**config.mk**
```make
export PLATFORM = sky130hd
export DESIGN_NAME = control_unit_fsm_flat
export DESIGN_NICKNAME = d
export VERILOG_FILES = /design/src/rtl/control_unit_fsm_pkg.sv /design/src/rtl/control_unit_fsm_if.sv /design/src/rtl/control_unit_fsm_decode.sv /design/src/rtl/control_unit_fsm.sv /design/src/flat_wrapper.sv
export SDC_FILE = /design/constraint.sdc
export NUM_CORES = 1
export LEC_CHECK = 0
export ABC_CLOCK_PERIOD_IN_PS = 2100
export CAP_MARGIN = 20
export CORE_ASPECT_RATIO = 0.5
export CORE_UTILIZATION = 30
export DETAILED_ROUTE_END_ITERATION = 10
export PLACE_DENSITY_LB_ADDON = 0.3
export RECOVER_POWER = 25
export SYNTH_ARGS = -nofsm -noshare
export SYNTH_HDL_FRONTEND = slang
export SYNTH_SLANG_ARGS = --single-unit
export TNS_END_PERCENT = 10
```
**constraint.sdc**
```tcl
create_clock -name CLK -period 2.1 [get_ports CLK]
set_input_delay 0.21 -clock CLK [delete_from_list [all_inputs] [get_ports CLK]]
set_output_delay 0.21 -clock CLK [all_outputs]
set_load 0.05 [all_outputs]
```
**src/rtl/control_unit_fsm_pkg.sv**
```systemverilog
// rtl/control_unit_fsm_pkg.sv - shared constants and types for the cs147 control unit
package cs147_ctrl_pkg;

  localparam int CTRL_W = 32;
  localparam int ST_W   = 3;

  localparam int PC_LOAD   = 0;
  localparam int PC_SEL1   = 1;
  localparam int PC_SEL2   = 2;
  localparam int PC_SEL3   = 3;
  localparam int IR_LOAD   = 4;
  localparam int R1_SEL    = 7;
  localparam int REG_READ  = 8;
  localparam int REG_WRITE = 9;
  localparam int WA_SEL1   = 10;
  localparam int WA_SEL2   = 11;
  localparam int WA_SEL3   = 12;
  localparam int WD_SEL1   = 13;
  localparam int WD_SEL2   = 14;
  localparam int WD_SEL3   = 15;
  localparam int SP_LOAD   = 16;
  localparam int OP1_SEL   = 17;
  localparam int OP2_SEL1  = 18;
  localparam int OP2_SEL2  = 19;
  localparam int OP2_SEL3  = 20;
  localparam int OP2_SEL4  = 21;
  localparam int OPRN_LO   = 22;
  localparam int OPRN_HI   = 25;
  localparam int MA_SEL1   = 26;
  localparam int MA_SEL2   = 27;
  localparam int MD_SEL    = 28;

  localparam logic [5:0] OP_RTYPE = 6'h00;
  localparam logic [5:0] OP_ADDI  = 6'h08;
  localparam logic [5:0] OP_MULI  = 6'h1d;
  localparam logic [5:0] OP_ANDI  = 6'h0c;
  localparam logic [5:0] OP_ORI   = 6'h0d;
  localparam logic [5:0] OP_LUI   = 6'h0f;
  localparam logic [5:0] OP_SLTI  = 6'h0a;
  localparam logic [5:0] OP_BEQ   = 6'h04;
  localparam logic [5:0] OP_BNE   = 6'h05;
  localparam logic [5:0] OP_LW    = 6'h23;
  localparam logic [5:0] OP_SW    = 6'h2b;
  localparam logic [5:0] OP_JMP   = 6'h02;
  localparam logic [5:0] OP_JAL   = 6'h03;
  localparam logic [5:0] OP_PUSH  = 6'h1b;
  localparam logic [5:0] OP_POP   = 6'h1c;

  localparam logic [5:0] FN_ADD = 6'h20;
  localparam logic [5:0] FN_SUB = 6'h22;
  localparam logic [5:0] FN_MUL = 6'h2c;
  localparam logic [5:0] FN_AND = 6'h24;
  localparam logic [5:0] FN_OR  = 6'h25;
  localparam logic [5:0] FN_NOR = 6'h27;
  localparam logic [5:0] FN_SLT = 6'h2a;
  localparam logic [5:0] FN_SLL = 6'h01;
  localparam logic [5:0] FN_SRL = 6'h02;
  localparam logic [5:0] FN_JR  = 6'h08;

  typedef enum logic [3:0] {
    ALU_NONE = 4'd0, ALU_ADD = 4'd1, ALU_SUB = 4'd2, ALU_MUL = 4'd3, ALU_SHR = 4'd4,
    ALU_SHL  = 4'd5, ALU_AND = 4'd6, ALU_OR  = 4'd7, ALU_NOR = 4'd8, ALU_SLT = 4'd9
  } aluOprn_t;

  typedef enum logic [ST_W-1:0] {
    ST_FETCH     = 3'd0,
    ST_DECODE    = 3'd1,
    ST_EXECUTE   = 3'd2,
    ST_MEMORY    = 3'd3,
    ST_WRITEBACK = 3'd4
  } ctrlState_t;

endpackage

```
**src/rtl/control_unit_fsm_if.sv**
```systemverilog
// rtl/control_unit_fsm_if.sv - datapath <-> control unit signal bundle
interface control_unit_fsm_if;
  import cs147_ctrl_pkg::*;

  logic [31:0]     INSTRUCTION;
  logic            ZERO;
  logic [CTRL_W-1:0] CTRL;
  logic            READ;
  logic            WRITE;
  logic [ST_W-1:0] STATE;

  modport master (input INSTRUCTION, ZERO, output CTRL, READ, WRITE, STATE);
  modport slave  (output INSTRUCTION, ZERO, input CTRL, READ, WRITE, STATE);
endinterface

```
**src/rtl/control_unit_fsm_decode.sv**
```systemverilog
// rtl/control_unit_fsm_decode.sv - combinational control word decode from state and instruction
module control_decode
  import cs147_ctrl_pkg::*;
(
  input  ctrlState_t        state,
  input  logic [31:0]       instruction,
  input  logic              zero,
  output logic [CTRL_W-1:0] ctrl,
  output logic              read,
  output logic              write
);

  logic [5:0] opcode;
  logic [5:0] funct;
  logic       unusedFields;

  assign opcode       = instruction[31:26];
  assign funct        = instruction[5:0];
  assign unusedFields = ^instruction[25:6];

  aluOprn_t oprn;
  logic op2R2, op2Shamt, op2One, op2Sext, op1Sp, noR1;
  logic memRead, memWrite, memSp, regWr, waRt, waR31;
  logic wdMem, wdLui, wdPc, spLd, pcR1, pcJump, pcBranch;
  logic [CTRL_W-1:0] aluHold;

  always_comb begin
    oprn = ALU_NONE;
    op2R2 = 1'b0; op2Shamt = 1'b0; op2One = 1'b0; op2Sext = 1'b0; op1Sp = 1'b0; noR1 = 1'b0;
    memRead = 1'b0; memWrite = 1'b0; memSp = 1'b0; regWr = 1'b0; waRt = 1'b0; waR31 = 1'b0;
    wdMem = 1'b0; wdLui = 1'b0; wdPc = 1'b0; spLd = 1'b0;
    pcR1 = 1'b0; pcJump = 1'b0; pcBranch = 1'b0;
    case (opcode)
      OP_RTYPE: begin
        case (funct)
          FN_ADD: begin oprn = ALU_ADD; op2R2 = 1'b1; regWr = 1'b1; end
          FN_SUB: begin oprn = ALU_SUB; op2R2 = 1'b1; regWr = 1'b1; end
          FN_MUL: begin oprn = ALU_MUL; op2R2 = 1'b1; regWr = 1'b1; end
          FN_AND: begin oprn = ALU_AND; op2R2 = 1'b1; regWr = 1'b1; end
          FN_OR:  begin oprn = ALU_OR;  op2R2 = 1'b1; regWr = 1'b1; end
          FN_NOR: begin oprn = ALU_NOR; op2R2 = 1'b1; regWr = 1'b1; end
          FN_SLT: begin oprn = ALU_SLT; op2R2 = 1'b1; regWr = 1'b1; end
          FN_SLL: begin oprn = ALU_SHL; op2Shamt = 1'b1; regWr = 1'b1; end
          FN_SRL: begin oprn = ALU_SHR; op2Shamt = 1'b1; regWr = 1'b1; end
          FN_JR:  pcR1 = 1'b1;
          default: ;
        endcase
      end
      OP_ADDI: begin oprn = ALU_ADD; op2Sext = 1'b1; regWr = 1'b1; waRt = 1'b1; end
      OP_MULI: begin oprn = ALU_MUL; op2Sext = 1'b1; regWr = 1'b1; waRt = 1'b1; end
      OP_SLTI: begin oprn = ALU_SLT; op2Sext = 1'b1; regWr = 1'b1; waRt = 1'b1; end
      OP_ANDI: begin oprn = ALU_AND; regWr = 1'b1; waRt = 1'b1; end
      OP_ORI:  begin oprn = ALU_OR;  regWr = 1'b1; waRt = 1'b1; end
      OP_LUI:  begin regWr = 1'b1; waRt = 1'b1; wdLui = 1'b1; end
      OP_LW: begin
        oprn = ALU_ADD; op2Sext = 1'b1; memRead = 1'b1;
        regWr = 1'b1; waRt = 1'b1; wdMem = 1'b1;
      end
      OP_SW:   begin oprn = ALU_ADD; op2Sext = 1'b1; memWrite = 1'b1; end
      OP_BEQ:  begin oprn = ALU_SUB; op2R2 = 1'b1; pcBranch = zero; end
      OP_BNE:  begin oprn = ALU_SUB; op2R2 = 1'b1; pcBranch = ~zero; end
      OP_JMP:  pcJump = 1'b1;
      OP_JAL:  begin pcJump = 1'b1; regWr = 1'b1; waR31 = 1'b1; wdPc = 1'b1; end
      // push stores R0 at SP, then decrements SP; R1 is pointed at R0 for the store data.
      OP_PUSH: begin
        oprn = ALU_SUB; op1Sp = 1'b1; op2One = 1'b1; noR1 = 1'b1;
        memWrite = 1'b1; memSp = 1'b1; spLd = 1'b1;
      end
      OP_POP: begin
        oprn = ALU_ADD; op1Sp = 1'b1; op2One = 1'b1; memRead = 1'b1;
        regWr = 1'b1; wdMem = 1'b1; spLd = 1'b1;
      end
      default: ;
    endcase
  end

  // Register read and ALU operand selects stay put from EXECUTE on so the ALU result is stable.
  always_comb begin
    aluHold = '0;
    aluHold[REG_READ] = 1'b1;
    aluHold[R1_SEL]   = ~noR1;
    aluHold[OP1_SEL]  = op1Sp;
    aluHold[OP2_SEL4] = op2R2;
    aluHold[OP2_SEL3] = op2Shamt | op2One;
    aluHold[OP2_SEL1] = op2Shamt;
    aluHold[OP2_SEL2] = op2Sext;
    aluHold[OPRN_HI:OPRN_LO] = oprn;
  end

  always_comb begin
    ctrl  = '0;
    read  = 1'b0;
    write = 1'b0;
    case (state)
      ST_FETCH: begin
        ctrl[MA_SEL2] = 1'b1;
        ctrl[IR_LOAD] = 1'b1;
        read          = 1'b1;
      end
      ST_DECODE: begin
        ctrl[REG_READ] = 1'b1;
        ctrl[R1_SEL]   = ~noR1;
      end
      ST_EXECUTE: ctrl = aluHold;
      ST_MEMORY: begin
        ctrl          = aluHold;
        ctrl[MA_SEL1] = memSp;
        ctrl[MD_SEL]  = memSp;
        read          = memRead;
        write         = memWrite;
      end
      ST_WRITEBACK: begin
        ctrl            = aluHold;
        ctrl[PC_LOAD]   = 1'b1;
        ctrl[PC_SEL1]   = ~pcR1;
        ctrl[PC_SEL2]   = pcBranch;
        ctrl[PC_SEL3]   = ~pcJump;
        ctrl[REG_WRITE] = regWr;
        ctrl[WA_SEL1]   = waRt;
        ctrl[WA_SEL3]   = waRt;
        ctrl[WA_SEL2]   = waR31;
        ctrl[WD_SEL1]   = wdMem;
        ctrl[WD_SEL2]   = wdLui;
        ctrl[WD_SEL3]   = ~wdPc;
        ctrl[SP_LOAD]   = spLd;
        read            = wdMem;
      end
      default: ;
    endcase
  end

endmodule

```
**src/rtl/control_unit_fsm.sv**
```systemverilog
// rtl/control_unit_fsm.sv - five-state multi-cycle control unit for the cs147sec05 processor
module control_unit_fsm
  import cs147_ctrl_pkg::*;
(
  input logic                CLK,
  input logic                RST,
  control_unit_fsm_if.master bus
);

  ctrlState_t state;
  ctrlState_t nextState;
  logic [CTRL_W-1:0] ctrlComb;
  logic readComb;
  logic writeComb;

  always_ff @(posedge CLK or posedge RST) begin
    if (RST) state <= ST_FETCH;
    else     state <= nextState;
  end

  always_comb begin
    nextState = ST_FETCH;
    case (state)
      ST_FETCH:     nextState = ST_DECODE;
      ST_DECODE:    nextState = ST_EXECUTE;
      ST_EXECUTE:   nextState = ST_MEMORY;
      ST_MEMORY:    nextState = ST_WRITEBACK;
      ST_WRITEBACK: nextState = ST_FETCH;
      default:      nextState = ST_FETCH;
    endcase
  end

  control_decode u_decode (
    .state       (state),
    .instruction (bus.INSTRUCTION),
    .zero        (bus.ZERO),
    .ctrl        (ctrlComb),
    .read        (readComb),
    .write       (writeComb)
  );

  // State already sits at FETCH under reset; gating keeps FETCH strobes off until release.
  assign bus.CTRL  = RST ? '0 : ctrlComb;
  assign bus.READ  = RST ? 1'b0 : readComb;
  assign bus.WRITE = RST ? 1'b0 : writeComb;
  assign bus.STATE = state;

endmodule

```
**src/flat_wrapper.sv**
```systemverilog
// flat-port wrapper written by rule: the top's interface ports become plain ports
module control_unit_fsm_flat import cs147_ctrl_pkg::*;
  (CLK, RST, bus_INSTRUCTION, bus_ZERO, bus_CTRL, bus_READ, bus_WRITE, bus_STATE);
  control_unit_fsm_if bus_i ();
  input logic CLK;
  input logic RST;
  input wire logic [$bits(bus_i.INSTRUCTION)-1:0] bus_INSTRUCTION;
  input wire logic [$bits(bus_i.ZERO)-1:0] bus_ZERO;
  output wire logic [$bits(bus_i.CTRL)-1:0] bus_CTRL;
  output wire logic [$bits(bus_i.READ)-1:0] bus_READ;
  output wire logic [$bits(bus_i.WRITE)-1:0] bus_WRITE;
  output wire logic [$bits(bus_i.STATE)-1:0] bus_STATE;
  assign bus_i.INSTRUCTION = bus_INSTRUCTION;
  assign bus_i.ZERO = bus_ZERO;
  assign bus_CTRL = bus_i.CTRL;
  assign bus_READ = bus_i.READ;
  assign bus_WRITE = bus_i.WRITE;
  assign bus_STATE = bus_i.STATE;
  control_unit_fsm u_core (.CLK(CLK), .RST(RST), .bus(bus_i));
endmodule
```
### Word level (Yosys, flattened, before mapping)

Cells that the tools add are included.

* output and inout bits: 37
* register bits: 3
* word-level logic and storage cells: 83
* input bits: 35

* bitwise gates (word level): 6
* multiplexer cells: 31
* eq/ne operators: 28
* reductions and logical operators: 17

Operators by type and width (number)
* equality test 6 bit (second input constant): 9
* one-hot mux 18 bit (3 select lines): 1
* equality test 6 x 4 -> 1 bit (second input constant): 6
* one-hot mux 4 bit (9 select lines): 1
* 2-to-1 mux 29 bit: 1
* one-hot mux 4 bit (7 select lines): 1
* 2-to-1 mux 1 bit: 20
* equality test 6 x 2 -> 1 bit (second input constant): 3
* equality test 6 x 5 -> 1 bit (second input constant): 3
* OR reduction 9 bit: 2
* OR reduction 2 bit: 7
* OR reduction 7 bit: 2
* equality test 6 x 3 -> 1 bit (second input constant): 2
* one-hot mux 3 bit (4 select lines): 1
* one-hot mux 1 bit (2 select lines): 4
* OR reduction 4 bit: 2
* equality test 3 x 2 -> 1 bit (second input constant): 2
* equality test 6 x 1 -> 1 bit (second input constant): 1
* zero test 6 bit: 1
* inverter 1 bit: 5
* OR reduction 5 bit: 1
* 2-to-1 mux 4 bit: 1
* equality test 3 x 1 -> 1 bit (second input constant): 1
* equality test 3 bit (second input constant): 1
* 4 further kinds: 4

### Depth between registers and ports, before layout

Gate-level depths: netlist of the first run.

* word-level depth: 7
* depth in mapped cells: 7
* gate-level depth less buffers: 4

### Hierarchy

Synthesis of the first run repeated with hierarchy kept, for this count alone.

* cell total of the unflattened synthesis: 191
* area total of the unflattened synthesis: 1236.2 µm²

By module, submodules not included
* control_decode: times used 1, sequential area each 0.0 µm², area an instance 874.6 µm², cells an instance 145
* control_unit_fsm: times used 1, sequential area each 75.1 µm², area an instance 361.6 µm², cells an instance 46

### Least setup slack after synthesis of the first run

OpenSTA, ideal clock, no wires.

* path type: register to output
* start point: register u_core.state[2], in the netlist u_core.bus.STATE[2]
* end point: output bus_CTRL[27]
* slack: -0.942 ns
* buffers on the path: 2
* data required time: 1.890 ns
* stages on the path, launching flop included: 4
* data arrival time: 2.832 ns
* path through: dfrtp_1 -> clkbuf_1 -> nor4_1 -> buf_4

* cells in the longest elaborated chain, start to end: 3

RTL lines
* from (decl): RTL line control_unit_fsm.sv:10 `ctrlState_t state;`
* from (signal assigned): RTL line control_unit_fsm.sv:18 `else state <= nextState;`
* zero test 3 bit: RTL line control_unit_fsm_decode.sv:94 `case (state)`
* 2-to-1 mux 1 bit: RTL line control_unit_fsm_decode.sv:94
* 2-to-1 mux 29 bit: RTL line control_unit_fsm.sv:43 `assign bus.CTRL = RST ? '0 : ctrlComb;`
* to (decl): RTL line flat_wrapper.sv:9 `output wire logic [$bits(bus_i.CTRL)-1:0] bus_CTRL;`

No other way between the ends.

### Worst setup path in the final report of the first run

* start point: input bus_INSTRUCTION[29]
* end point: output bus_CTRL[25]

* cells in the longest elaborated chain, start to end: 5
* elaborated cells on any way between the ends: 17
* those cells by class: eq/ne (11); mux (3); reduce/logical (3)

RTL lines
* from (decl): RTL line flat_wrapper.sv:7 `input wire logic [$bits(bus_i.INSTRUCTION)-1:0] bus_INSTRUCTION;`
* equality test 6 x 5 -> 1 bit, or another cell as far along: RTL line control_unit_fsm_decode.sv:33 `case (opcode)`
* OR reduction 4 bit (no line) / OR reduction 3 bit (equally long branches)
* one-hot mux 4 bit (7 select lines) *: RTL line control_unit_fsm_decode.sv:33
* one-hot mux 18 bit (3 select lines) *: RTL line control_unit_fsm_decode.sv:94
* 2-to-1 mux 29 bit *: RTL line control_unit_fsm.sv:43

Every way passes the cells marked *; elsewhere a longest branch is shown, timed or not.

==> results of run 1 <==
[kinds of logic after synthesis]
| group | count (synthesis) | share of synthesized area (%) |
|---|---|---|
| other | 1 | 0.373 |
| XOR/XNOR | 5 | 4.35 |
| flip-flops | 3 | 7.46 |
| AO/OA/AOI/OAI | 37 | 26.0 |
| multiplexers | 2 | 2.11 |
| AND/OR/NAND/NOR | 82 | 45.6 |
| buffers and inverters | 29 | 14.1 |
[cell type report]
type                       instances  area (um^2)
multi-input combinational        131          931
fill                             244          931
sequential                         3         75.1
tap                               40         50.0
inverter                           9         33.8
clock buffer                       4         45.0
timing repair buffer              91         1030
[routing by layer]
metal | track usage (%) | vias up | share of wire, %
met3 | 2.33 | 2 | 4.5
met1 | 27.5 | 683 | 46
met4 | 5.17 | 0 | 0.51
met5 | 0 | - | 0
met2 | 40.0 | 42 | 49
li1 | - | 716 | -
[per-stage QoR]
stage	hold WS [ns]	worst slack (ns)	utilization [%]	instance area (um^2)	std cells
3_5_place_dp	0.559	-0.278	65.6	2030	273
5_1_grt	0.575	-0.0807	70.0	2170	278
4_1_cts	0.392	0.0163	69.4	2150	278
2_1_floorplan	-0.00646	-0.291	-	1060	163
3_3_place_gp	0.557	-0.214	65.6	2030	273
6_report	0.537	-0.0128	70.0	2170	278
[placed cells by master, fill, tap and decap left out, types with 2 or more instances in the layout]
cell type,synthesis,routed
nor2_2,0,3
nor2_1,22,19
buf_12,0,25
o21ai_0,5,5
nand4b_1,2,2
a31oi_1,2,2
nand2_2,1,2
or2_2,2,2
o22ai_1,4,4
clkbuf_1,8,3
nand2b_1,8,8
clkbuf_8,0,3
clkdlybuf4s50_1,0,6
nor3_2,1,2
xor2_1,2,2
nand2_1,11,10
a211oi_4,0,2
xnor2_1,3,3
inv_1,9,9
or4_4,1,2
nor2b_1,5,5
dlygate4sd2_1,0,9
and3_1,2,2
buf_6,0,4
a21oi_1,8,7
conb_1,1,5
nand3_1,8,7
or3_1,3,2
buf_4,7,43
nor4_2,0,2
nor3_1,4,2
dfrtp_1,3,3
[power groups by stage]
stage          registers (mW)  clock network, mW  logic (mW)
4_1_cts                0.0582              0.177       0.319
6_report               0.0582              0.170       0.325
5_1_grt                0.0582              0.182       0.346
3_5_place_dp           0.0589                  0       0.313
3_3_place_gp           0.0589                  0       0.309
2_1_floorplan          0.0589                  0       0.172
[worst paths after layout]
path / to / slack [ns] / startpoint / cells after the start
hold / removal: u_core.bus.STATE[0] / 0.54 / RST / 3
max in group asynchronous: u_core.bus.STATE[1] / 1.39 / RST / 3
hold reg to reg: u_core.bus.STATE[1] / 0.62 / u_core.bus.STATE[2] / 1
setup / recovery: bus_CTRL[25] / -0.01 / bus_INSTRUCTION[29] / 6
setup reg to reg: u_core.bus.STATE[2] / 1.12 / u_core.bus.STATE[0] / 3
min in group CLK: u_core.bus.STATE[1] / 0.62 / u_core.bus.STATE[2] / 1
[critical path, cell delays in order]
cell           delay [ns]
dlygate4sd2_1        0.27
nor4_4               0.38
nand3_2              0.17
or3_4                0.43
a211oi_4             0.27
buf_12               0.17
[what timing repair did]
action,in CTS,in global routing
gates resized for setup,27,4
buffers inserted,1,0
gates cloned,0,0
pin swaps,9,0
setup endpoints to repair,17,13
==> impl_metrics.toml, run 1 <==
[setup_path]
crit_arrival_ns = 1.90
crit_fanout = 4
critPathLaunchType = "input pin"
cp_data_required_time_ns = 1.89
crit_type = "in -> out"
cp-end-kind = "output pin"

[die]
num_rows = 14
dieArea_um2 = 3600
core_um2 = 3100
die_y_um = 42.9
io_pins = 72
die_width_um = 83.9
start_util_pct = 32.4

[logic_synthesis]
syn_area_um2 = 1010
synth_cell_types = 50
synth_top_area_share_pct = 8.21
syn_inst = 159
yosys-top-cells-count = "nor2_1, nand2_1, inv_1"
synth_edf_count = 0
synth-seq-cells = 3
yosysMostFrequentCell = "nor2_1"
ys_seq_area_share_pct = 7.46
async_flop_share_pct = 100
synthTopCellsByArea = "nor2_1, dfrtp_1, buf_4"
synthFlopType = "dfrtp_1"
synth_area_leader_cell = "nor2_1"
synth.avg_cell_area_um2 = 6.33
yosysWarnings = 0

[timing]
finalWorstSetupSlack_ns = -0.0128
rsz0062_at_grt = "yes"
finalCritPeriodShare_pct = 101
fmax_mhz = 473
min_period_ns = 2.11
setup_tns_ns = -0.0128
slew_viol_final = 0
finalHoldViolCount = 0
setup_violations = 1
clock_skew_ns = 0.00223

[clock_tree]
cts_tree = "built"
clkTransAtPathRegs_ns = 0.03
cts_root_buf = "clkbuf_8"
clockBufferDepth = 2
htree_levels = 1
clk_latency_ns = 0.22
cts_buffers = 3
cts_sinks = 3
hold_buffers = 0

[finish]
largest_reg_flops = 3
drive_gt1_share_pct = 44.1
fin_nets = 274
n_antenna_cell = 0
areaGrowthSynthToFinish_pct = 116

[route]
viasPerCell = 5.19
routed_wl_mm = 3.76
final_antenna_net_count = 0
drcViolationCount = 4
drtIter0Drc = 59
drt_first_pass_iters = 7
wl_per_cell_um = 13.5
dr_total_vias = 1443

[run_status]
status = "complete, but fails checks"
violations = "design-rule violations, negative setup slack"

[pwr]
total_power_uw = 553
p_int_uw = 330
p_leak_nw = 0.869
ir_drop_v = 0.000378
switchingPower_uw = 223
clockPowerShare_pct = 30.7
power-per-cell-area_nw_per_um2 = 255
pwr-share-seq_pct = 10.5
combPwrFrac_pct = 58.7
switching_share_pct = 40.3

[placement]
gp_congestion = 0.890
dp_hpwl_mm = 2.92
port_buffers = 46

[flow_run]
max_cap_violations = 0

[grt]
grt_first_pass_wirelength_mm = 6.34
grt_antenna_before_repair = 0
overflow = 0
grt_max_degree = 17
first_global_vias = 1393
gr-usage-all-layers_pct = 21.7

[worst_hold_path]
hold_path_class = "in -> async"
Note: power is estimated with default switching activity, not from simulation.
==> inputs of run 2 (changes only) <==
--- a/config.mk
+++ b/config.mk
@@ -8,9 +8,9 @@
 export ABC_CLOCK_PERIOD_IN_PS = 2100
 export CAP_MARGIN = 20
 export CORE_ASPECT_RATIO = 0.5
-export CORE_UTILIZATION = 30
+export CORE_UTILIZATION = 38
 export DETAILED_ROUTE_END_ITERATION = 10
-export PLACE_DENSITY_LB_ADDON = 0.3
+export PLACE_DENSITY = 0.84
 export RECOVER_POWER = 25
 export SYNTH_ARGS = -nofsm -noshare
 export SYNTH_HDL_FRONTEND = slang
==> run 2 against run 1 <==
  * The flow finishes with violations (negative setup slack)
  * Worst setup slack improved by 0.0014 ns
  * Clock power about the same
  * Sequential share of layout area about the same
  * Total power increased by 4.7%
  * Largest power group unchanged
==> impl_metrics.toml, run 2 (synthesis results as in run 1) <==
[grt]
first_global_vias = 1652
grt_max_degree = 16
grt_first_pass_wirelength_mm = 8.47
gr-usage-all-layers_pct = 42.2
overflow = 0
grt_antenna_before_repair = 0

[timing]
setup_violations = 3
fmax_mhz = 474
finalHoldViolCount = 0
finalWorstSetupSlack_ns = -0.0113
slew_viol_final = 0
holdWs_ns = 0.466
finalCritPeriodShare_pct = 101
clock_skew_ns = 0.000923
rsz0062_at_grt = "yes"
min_period_ns = 2.11

[finish]
drive_gt1_share_pct = 48.7
final_common_cell = "buf_4"
fill_cells = 95
fin_area_um2 = 2170
final_cell_mix = "buf_4, buf_12, nor2_1"
n_antenna_cell = 0
post-route-util_pct = 92.3
largest_reg_flops = 3
areaGrowthSynthToFinish_pct = 116
fin_nets = 274

[pwr]
total_power_uw = 579
p_int_uw = 331
power-per-cell-area_nw_per_um2 = 266
combPwrFrac_pct = 60.4
switching_share_pct = 42.9
clockPowerShare_pct = 29.6
ir_drop_v = 0.000343
pwr-share-seq_pct = 10.0
p_leak_nw = 0.888
switchingPower_uw = 249

[clock_tree]
clockBufferDepth = 2
clk_latency_ns = 0.22
cts_buffers = 3
cts_sinks = 3
clkTransAtPathRegs_ns = 0.03
htree_levels = 1
cts_tree = "built"
cts_root_buf = "clkbuf_8"

[die]
start_util_pct = 42.7
die_width_um = 74.8
dieArea_um2 = 2870
core_um2 = 2360
die_y_um = 38.4
io_pins = 72
num_rows = 12

[route]
routed_wl_mm = 5.80
drtIter0Drc = 148
viasPerCell = 6.34
drt_first_pass_iters = 5
wl_per_cell_um = 21.2
final_antenna_net_count = 0
drcViolationCount = 0
dr_total_vias = 1731

[placement]
dp_hpwl_mm = 3.60
gp_congestion = 0.874
port_buffers = 46
placed_cell_area_um2 = 2010

[setup_path]
crit_type = "in -> out"
cp_data_required_time_ns = 1.89
reg2reg_slack_ns = 1.17
crit_arrival_ns = 1.90
critPathLaunchType = "input pin"
crit_path_top_delay_cell = "or4_4"
critical-path-max-stage-delay_ns = 0.58
path_cells = "dlygate4sd2_1, nor4_4, nand2_2, or4_4, a21oi_4, buf_12"
cp-end-kind = "output pin"
crit_fanout = 7
r2r_cells = 2

[run_status]
status = "complete, but fails checks"
violations = "negative setup slack"

[worst_hold_path]
hold_path_class = "in -> async"

[flow_run]
max_cap_violations = 0
run 2: cell types whose count changed in the layout (fill, tap and decap cells not counted), sizes merged:
| cell | delta |
|---|---|
| buf | +2 |
| dlygate4sd2 | -3 |
| clkdlybuf4s50 | -1 |
| dlygate4sd3 | -1 |
| clkbuf | +1 |
| dlymetal6s2s | +2 |
run 2: cell type report:
cell class / instances / area (um^2) / share of cell area, %
Tap cell: 35 / 43.8 / 2.01
Clock buffer: 4 / 45.0 / 2.07
Sequential cell: 3 / 75.1 / 3.45
Timing Repair Buffer: 91 / 1040 / 47.8
Inverter: 9 / 33.8 / 1.55
Multi-Input combinational cell: 131 / 937 / 43.1
run 2: what timing repair did:
item | 4_1_cts | 5_1_grt
buffers inserted | 1 | 3
endpoints found under the setup margin | 20 | 16
hold buffers | 0 | 0
endpoints found under the hold margin | 0 | 0
cloned | 0 | 0
gates resized for setup | 31 | 14
pin swaps | 11 | 7
run 2: path summary, 6_finish.rpt:
check | start | end
max | bus_INSTRUCTION[28] | bus_CTRL[20]
min | RST | u_core.bus.STATE[2]
max reg2reg | u_core.bus.STATE[0] | u_core.bus.STATE[2]
min reg2reg | u_core.bus.STATE[0] | u_core.bus.STATE[0]
max in group asynchronous | RST | u_core.bus.STATE[1]
min in group CLK | u_core.bus.STATE[0] | u_core.bus.STATE[0]
run 2: critical path: cells and delay by family:
kind | cells | cell delay (ns)
AOI/OAI and AO/OA | 1 | 0.20
buffers and inverters | 2 | 0.48
and+or+nand+nor | 3 | 1.00
run 2: metal layers:
layer | GRT usage [%] | part of all wire [%] | vias up
met5 | 0 | 0 | -
met4 | 39.6 | 8.4 | 0
met3 | 8.16 | 8.6 | 56
met2 | 74.3 | 47 | 154
met1 | 43.8 | 36 | 797
li1 | - | - | 724
run 2: metrics by stage:
stage | TNS [ns] | worst slack [ns] | instances
floorplan | -3.59 | -0.291 | 163
global placement | -1.33 | -0.193 | 265
detailed placement | -2.51 | -0.285 | 265
CTS | 0 | 0.00306 | 270
global route | -0.145 | -0.0378 | 273
finish | -0.0183 | -0.0113 | 273
run 2: power by group through the flow:
stage	Clock (mW)	Sequential (mW)	Combinational [mW]
2_1_floorplan	0	0.0589	0.172
3_3_place_gp	0	0.0589	0.303
3_5_place_dp	0	0.0589	0.317
4_1_cts	0.177	0.0582	0.325
5_1_grt	0.175	0.0582	0.363
6_report	0.171	0.0582	0.350
